## src/rtl/scr1_clk_ctrl_mc.sv

```systemverilog
// Multi-channel clock controller: per-channel sleep/wake FSM with idle hysteresis
// and wake settle delay, each driving a glitch-free latch-based clock gate.

module scr1_cg (
   input  logic clk,
   input  logic clk_en,
   input  logic test_mode,
   output logic clk_out
);
   logic en_lat;

   // Enable captured while clk is low so clk_out can only change on a clk edge
   always_latch begin
      if (!clk) en_lat <= clk_en | test_mode;
   end

   assign clk_out = clk & en_lat;
endmodule

module scr1_clk_ctrl_ch #(
   parameter int IDLE_CYC = 4,
   parameter int WAKE_CYC = 2,
   parameter int CNT_W    = 4
) (
   input  logic clk,
   input  logic rst,
   input  logic sleep_req,
   input  logic wake_req,
   output logic ch_en,
   output logic ch_ready,
   output logic ch_off
);
   typedef enum logic [1:0] {ST_RUN, ST_DRAIN, ST_OFF, ST_WAKE} state_t;

   localparam logic [CNT_W-1:0] IDLE_LAST = CNT_W'((IDLE_CYC > 0) ? IDLE_CYC - 1 : 0);
   localparam logic [CNT_W-1:0] WAKE_LAST = CNT_W'((WAKE_CYC > 0) ? WAKE_CYC - 1 : 0);

   state_t           state, state_nx;
   logic [CNT_W-1:0] cnt, cnt_nx;

   always_ff @(posedge clk) begin
      if (rst) begin
         state <= ST_RUN;
         cnt   <= '0;
      end else begin
         state <= state_nx;
         cnt   <= cnt_nx;
      end
   end

   // Wake has priority over sleep everywhere; WAKE itself cannot be aborted
   always_comb begin
      state_nx = state;
      cnt_nx   = cnt;
      case (state)
         ST_RUN: begin
            if (sleep_req && !wake_req) begin
               state_nx = (IDLE_CYC == 0) ? ST_OFF : ST_DRAIN;
               cnt_nx   = '0;
            end
         end
         ST_DRAIN: begin
            if (wake_req || !sleep_req) begin
               state_nx = ST_RUN;
               cnt_nx   = '0;
            end else if (cnt == IDLE_LAST) begin
               state_nx = ST_OFF;
               cnt_nx   = '0;
            end else begin
               cnt_nx = cnt + CNT_W'(1);
            end
         end
         ST_OFF: begin
            if (wake_req) begin
               state_nx = (WAKE_CYC == 0) ? ST_RUN : ST_WAKE;
               cnt_nx   = '0;
            end
         end
         ST_WAKE: begin
            if (cnt == WAKE_LAST) begin
               state_nx = ST_RUN;
               cnt_nx   = '0;
            end else begin
               cnt_nx = cnt + CNT_W'(1);
            end
         end
         default: begin
            state_nx = ST_RUN;
            cnt_nx   = '0;
         end
      endcase
   end

   assign ch_en    = (state != ST_OFF);
   assign ch_ready = (state == ST_RUN);
   assign ch_off   = (state == ST_OFF);
endmodule

module scr1_clk_ctrl_mc #(
   parameter int NUM_CH   = 4,
   parameter int IDLE_CYC = 4,
   parameter int WAKE_CYC = 2,
   parameter int CNT_W    = 4
) (
   input  logic              clk,
   input  logic              rst,
   input  logic              test_mode,
   input  logic [NUM_CH-1:0] sleep_req,
   input  logic [NUM_CH-1:0] wake_req,
   output logic              clkout,
   output logic              clkout_dbgc,
   output logic [NUM_CH-1:0] clkout_ch,
   output logic [NUM_CH-1:0] ch_en,
   output logic [NUM_CH-1:0] ch_ready,
   output logic [NUM_CH-1:0] ch_off
);
   localparam int MAX_CYC = (IDLE_CYC > WAKE_CYC) ? IDLE_CYC : WAKE_CYC;

   generate
      if (NUM_CH < 1 || NUM_CH > 16) begin : g_bad_num_ch
         $error("scr1_clk_ctrl_mc: NUM_CH must be 1..16");
      end
      if (CNT_W < $clog2(MAX_CYC + 1) || CNT_W < 1) begin : g_bad_cnt_w
         $error("scr1_clk_ctrl_mc: CNT_W too narrow for IDLE_CYC/WAKE_CYC");
      end
   endgenerate

   assign clkout      = clk;
   assign clkout_dbgc = clk;

   genvar i;
   generate
      for (i = 0; i < NUM_CH; i++) begin : g_ch
         scr1_clk_ctrl_ch #(
            .IDLE_CYC (IDLE_CYC),
            .WAKE_CYC (WAKE_CYC),
            .CNT_W    (CNT_W)
         ) u_ch (
            .clk       (clk),
            .rst       (rst),
            .sleep_req (sleep_req[i]),
            .wake_req  (wake_req[i]),
            .ch_en     (ch_en[i]),
            .ch_ready  (ch_ready[i]),
            .ch_off    (ch_off[i])
         );

         scr1_cg u_cg (
            .clk       (clk),
            .clk_en    (ch_en[i]),
            .test_mode (test_mode),
            .clk_out   (clkout_ch[i])
         );
      end
   endgenerate
endmodule
```

## config.mk

```make
export PLATFORM = sky130hd
export DESIGN_NAME = scr1_clk_ctrl_mc
export DESIGN_NICKNAME = d
export VERILOG_FILES = /design/src/rtl/scr1_clk_ctrl_mc.sv
export SDC_FILE = /design/constraint.sdc
export NUM_CORES = 1
export LEC_CHECK = 0
export CORE_MARGIN = 2
export CORE_UTILIZATION = 40
export DETAILED_ROUTE_END_ITERATION = 7
export PLACE_DENSITY = 0.72
export SYNTH_ARGS = -nofsm -noshare
export SYNTH_HDL_FRONTEND = slang
export SYNTH_SLANG_ARGS = --single-unit
```

## constraint.sdc

```tcl
create_clock -name clk -period 3.75 [get_ports clk]
set_clock_uncertainty 0.15 [all_clocks]
set_input_delay 0.75 -clock clk [delete_from_list [all_inputs] [get_ports clk]]
set_output_delay 0.75 -clock clk [all_outputs]
set_load 0.05 [all_outputs]
```

# Word-level counts from Yosys, hierarchy flattened
# Index checks and enable logic that the tools add are counted.
# totals
inputBits,11
elab_cells,144
latch_bits,4
reg_bits,24
# classes
n_bitwise,8
n_reduce_logical,28
eq_ne,40
addsub,4
mux,52
# ops
op,n
$mux W4,20
$pmux W4 S4,4
$mux W2,20
$pmux W2 S4,4
$ne A2 B2 Y1 const B,12
$add A4 B1 Y4 const B,4
$eq A2 B2 Y1 const B,8
$eq A4 B1 Y1 const B,4
$eq A4 B2 Y1 const B,4
$reduce_and A4 Y1,4
$ne A3 B1 Y1 const B,4
$eq A2 B1 Y1 const B,4
$logic_not A1 Y1,8
$logic_not A2 Y1,4
$ne A2 B1 Y1 const B,4
$reduce_and A2 Y1,4
$and A1 B1 Y1,4
$logic_and A1 B1 Y1,4
$logic_or A1 B1 Y1,4
$mux W1,4
$or A1 B1 Y1,4

# Longest topological paths before layout
# depth
word_depth,4
depth_mapped,6

# Hierarchy
# From an unflattened synthesis, not the netlist that was laid out.
# unflattened
hier_cells,190
hier_area_um2,1696.6
# modules_own_cells
module,seq_area_each_um2,cells_each,area_per_inst_um2,instances
scr1_clk_ctrl_ch,120.1,44,392.9,4
scr1_cg,0.0,3,27.5,4
scr1_clk_ctrl_mc,0.0,2,15.0,1

==> impl_metrics.json <==
{
  "synth_warnings": 0,
  "worstPathRequired_ns": 2.85,
  "slew_violations": 0,
  "wl_per_cell_um": 11.7,
  "drcViolationCount": 0,
  "post_dp_cell_area_um2": 2000,
  "crit_fanout": 1,
  "maxCapViolations": 0,
  "rsz0062_at_grt": "true",
  "yosys.cell_types.count": 41,
  "netSwitchingPower_uw": 487,
  "synth-seq-cells": 28,
  "endpoint_kind": "output port",
  "startpoint_type": "latch",
  "failed_checks": "negative setup slack",
  "viasPerCell": 5.26,
  "grt_pass1_wl_um": 5800,
  "die_w_um": 71.2,
  "hold_viol_final": 0,
  "drive_gt1_frac": 0.113,
  "swShare": 0.407,
  "setup_slack_ns": -0.117,
  "synth_top_area_frac": 0.266,
  "row_count": 24,
  "antenna_found_initial": 0,
  "critPathLaunch": "g_ch[0].u_cg.en_lat",
  "fin_nets": 261,
  "min_to": "g_ch[0].u_ch.cnt[1]",
  "p_int_uw": 708,
  "worstPathArrival_ns": 2.97,
  "worstSkewPairLatency_ns": 0.39,
  "seq_power_share": 0.250,
  "finalSetupViolations": 8,
  "vias": 1524,
  "outcome": "complete, but fails checks",
  "clkPwrFrac": 0.686,
  "cts_tree": "done",
  "synth_top_area_cell": "dfxtp_1",
  "drt-total-wl_um": 3390,
  "gr-total-overflow": 0,
  "start_util": 0.415,
  "dr.pass1.iters": 4,
  "die_h_um": 71.2,
  "area_delta_synth_final_pct": 18.2,
  "min_path_cells": 2,
  "power_density_nw_per_um2": 559,
  "min_from": "g_ch[0].u_ch.cnt[1]",
  "worstRegToRegCells": 4,
  "synth_top_cells_by_area": "dfxtp_1, ha_1, buf_4",
  "port_buffers": 28,
  "max_slew_margin": 0.541,
  "syn-num-nets": 246,
  "ant_nets": 0,
  "worstMarginPinSlew_ns": 0.684,
  "die-area_um2": 5070,
  "r2r_setup_slack_ns": 0.63,
  "criticalPathCategory": "latch2out",
  "core_area_um2": 4350,
  "synthesis.area_um2": 1810,
  "place.gp.congestion": 0.843,
  "synth_area_per_cell_um2": 8.11,
  "grt_pass1_vias": 1411,
  "diodes": 0,
  "p_leak_nw": 0.769,
  "grt.total_usage": 0.144,
  "final_area_um2": 2140,
  "irDropWorstVdd_mv": 0.639,
  "final_cell_mix": "dfxtp_1, clkdlybuf4s50_1, nor2_1",
  "r2r-end": "g_ch[0].u_cg.en_lat",
  "clk_pin_slew_worst_paths_ns": 0.09,
  "n_fill_cell": 418,
  "dr.first_iter.drc_count": 83,
  "postSynthCellCount": 223,
  "hold_class": "reg2reg",
  "hold_buffers": 0,
  "grt_max_degree": 19,
  "p_total_mw": 1.20,
  "pwr-share-comb": 0.064,
  "io_pins": 29,
  "dp_hpwl_um": 2380
}
-- worst max path at each step --
stage                    to  depth (start not counted)
6_report       clkout_ch[0]                          2
3_3_place_gp   clkout_ch[1]                          2
5_1_grt        clkout_ch[0]                          2
3_5_place_dp   clkout_ch[1]                          2
2_1_floorplan  clkout_ch[1]                          2
4_1_cts        clkout_ch[0]                          2
-- cell type report --
class,instances,area [um^2],share of cell area
Multi-Input combinational cell,155,1050,0.492
Sequential cell,28,542,0.254
Tap cell,52,65.1,0.0304
Clock buffer,15,184,0.0861
Inverter,16,60.1,0.0281
Timing Repair Buffer,24,235,0.110
-- per-stage QoR --
| step | setup WS (ns) | TNS (ns) | instances | hold slack [ns] | utilization |
|---|---|---|---|---|---|
| floorplan | 0.319 | 0 | 223 | 0.327 | - |
| global placement | -0.280 | -1.11 | 281 | 0.344 | 0.460 |
| detailed placement | -0.287 | -1.13 | 281 | 0.354 | 0.460 |
| CTS | -0.125 | -0.453 | 290 | 0.367 | 0.489 |
| global route | -0.150 | -0.557 | 290 | 0.401 | 0.491 |
| finish | -0.117 | -0.416 | 290 | 0.363 | 0.491 |
-- routing by layer --
layer  GRT usage  wire length, um  vias up
li1            -                -      784
met1       0.173             1600      694
met2       0.206             1480       37
met3      0.0661              232        9
met4      0.0943               74        0
met5           0                0        -
-- cells in the mapped netlist --
cell type	n
o32ai_2	1
or3b_2	2
or3b_1	1
dlxtn_1	4
a21oi_1	3
clkbuf_1	3
nor3_1	3
nand2_1	18
o2bb2ai_1	2
and4bb_2	2
or3_1	2
nor3b_1	12
a31oi_1	9
nor2_1	20
ha_1	12
mux2i_4	1
buf_4	18
a211oi_1	9
or2_1	1
nand2b_1	11
o21a_1	1
a211o_1	2
a32oi_1	2
inv_1	15
nor2b_1	9
buf_1	1
nor4bb_1	1
nand3_1	5
o221ai_2	1
buf_6	1
a21o_1	1
inv_2	1
mux2i_1	2
dfxtp_1	24
and2_1	4
o21ai_0	11
o22ai_1	1
or2_2	1
o211a_1	1
buf_2	1
nand3b_1	4
-- logic make-up after synthesis --
logic type,Yosys count,share of synthesized area
AOI/OAI and AO/OA,44,0.171
adders and majority gates,12,0.0830
buffers and inverters,40,0.125
DFF,24,0.266
latches,4,0.0332
muxes,3,0.0235
and+or+nand+nor,96,0.298
-- worst max-delay path: stages, from the launching register on --
cell and delay [ns]:
dlxtn_1 0.40, and2_4 0.15, buf_8 0.14
-- power by group through the flow --
stage	sequential (mW)	clock [mW]	combinational [mW]
5_1_grt	0.301	0.858	0.0827
6_report	0.299	0.820	0.0762
3_3_place_gp	0.306	0.397	0.0763
3_5_place_dp	0.306	0.397	0.0764
2_1_floorplan	0.302	0.374	0.0566
4_1_cts	0.299	0.816	0.0767
-- repair_timing --
action                     CTS  global route
hold endpoints to repair     0             0
gates resized for setup     34             3
pin swaps                    3             0
buffers inserted             0             0
setup endpoints to repair    8             8
Power figures use the tool's default switching activity.
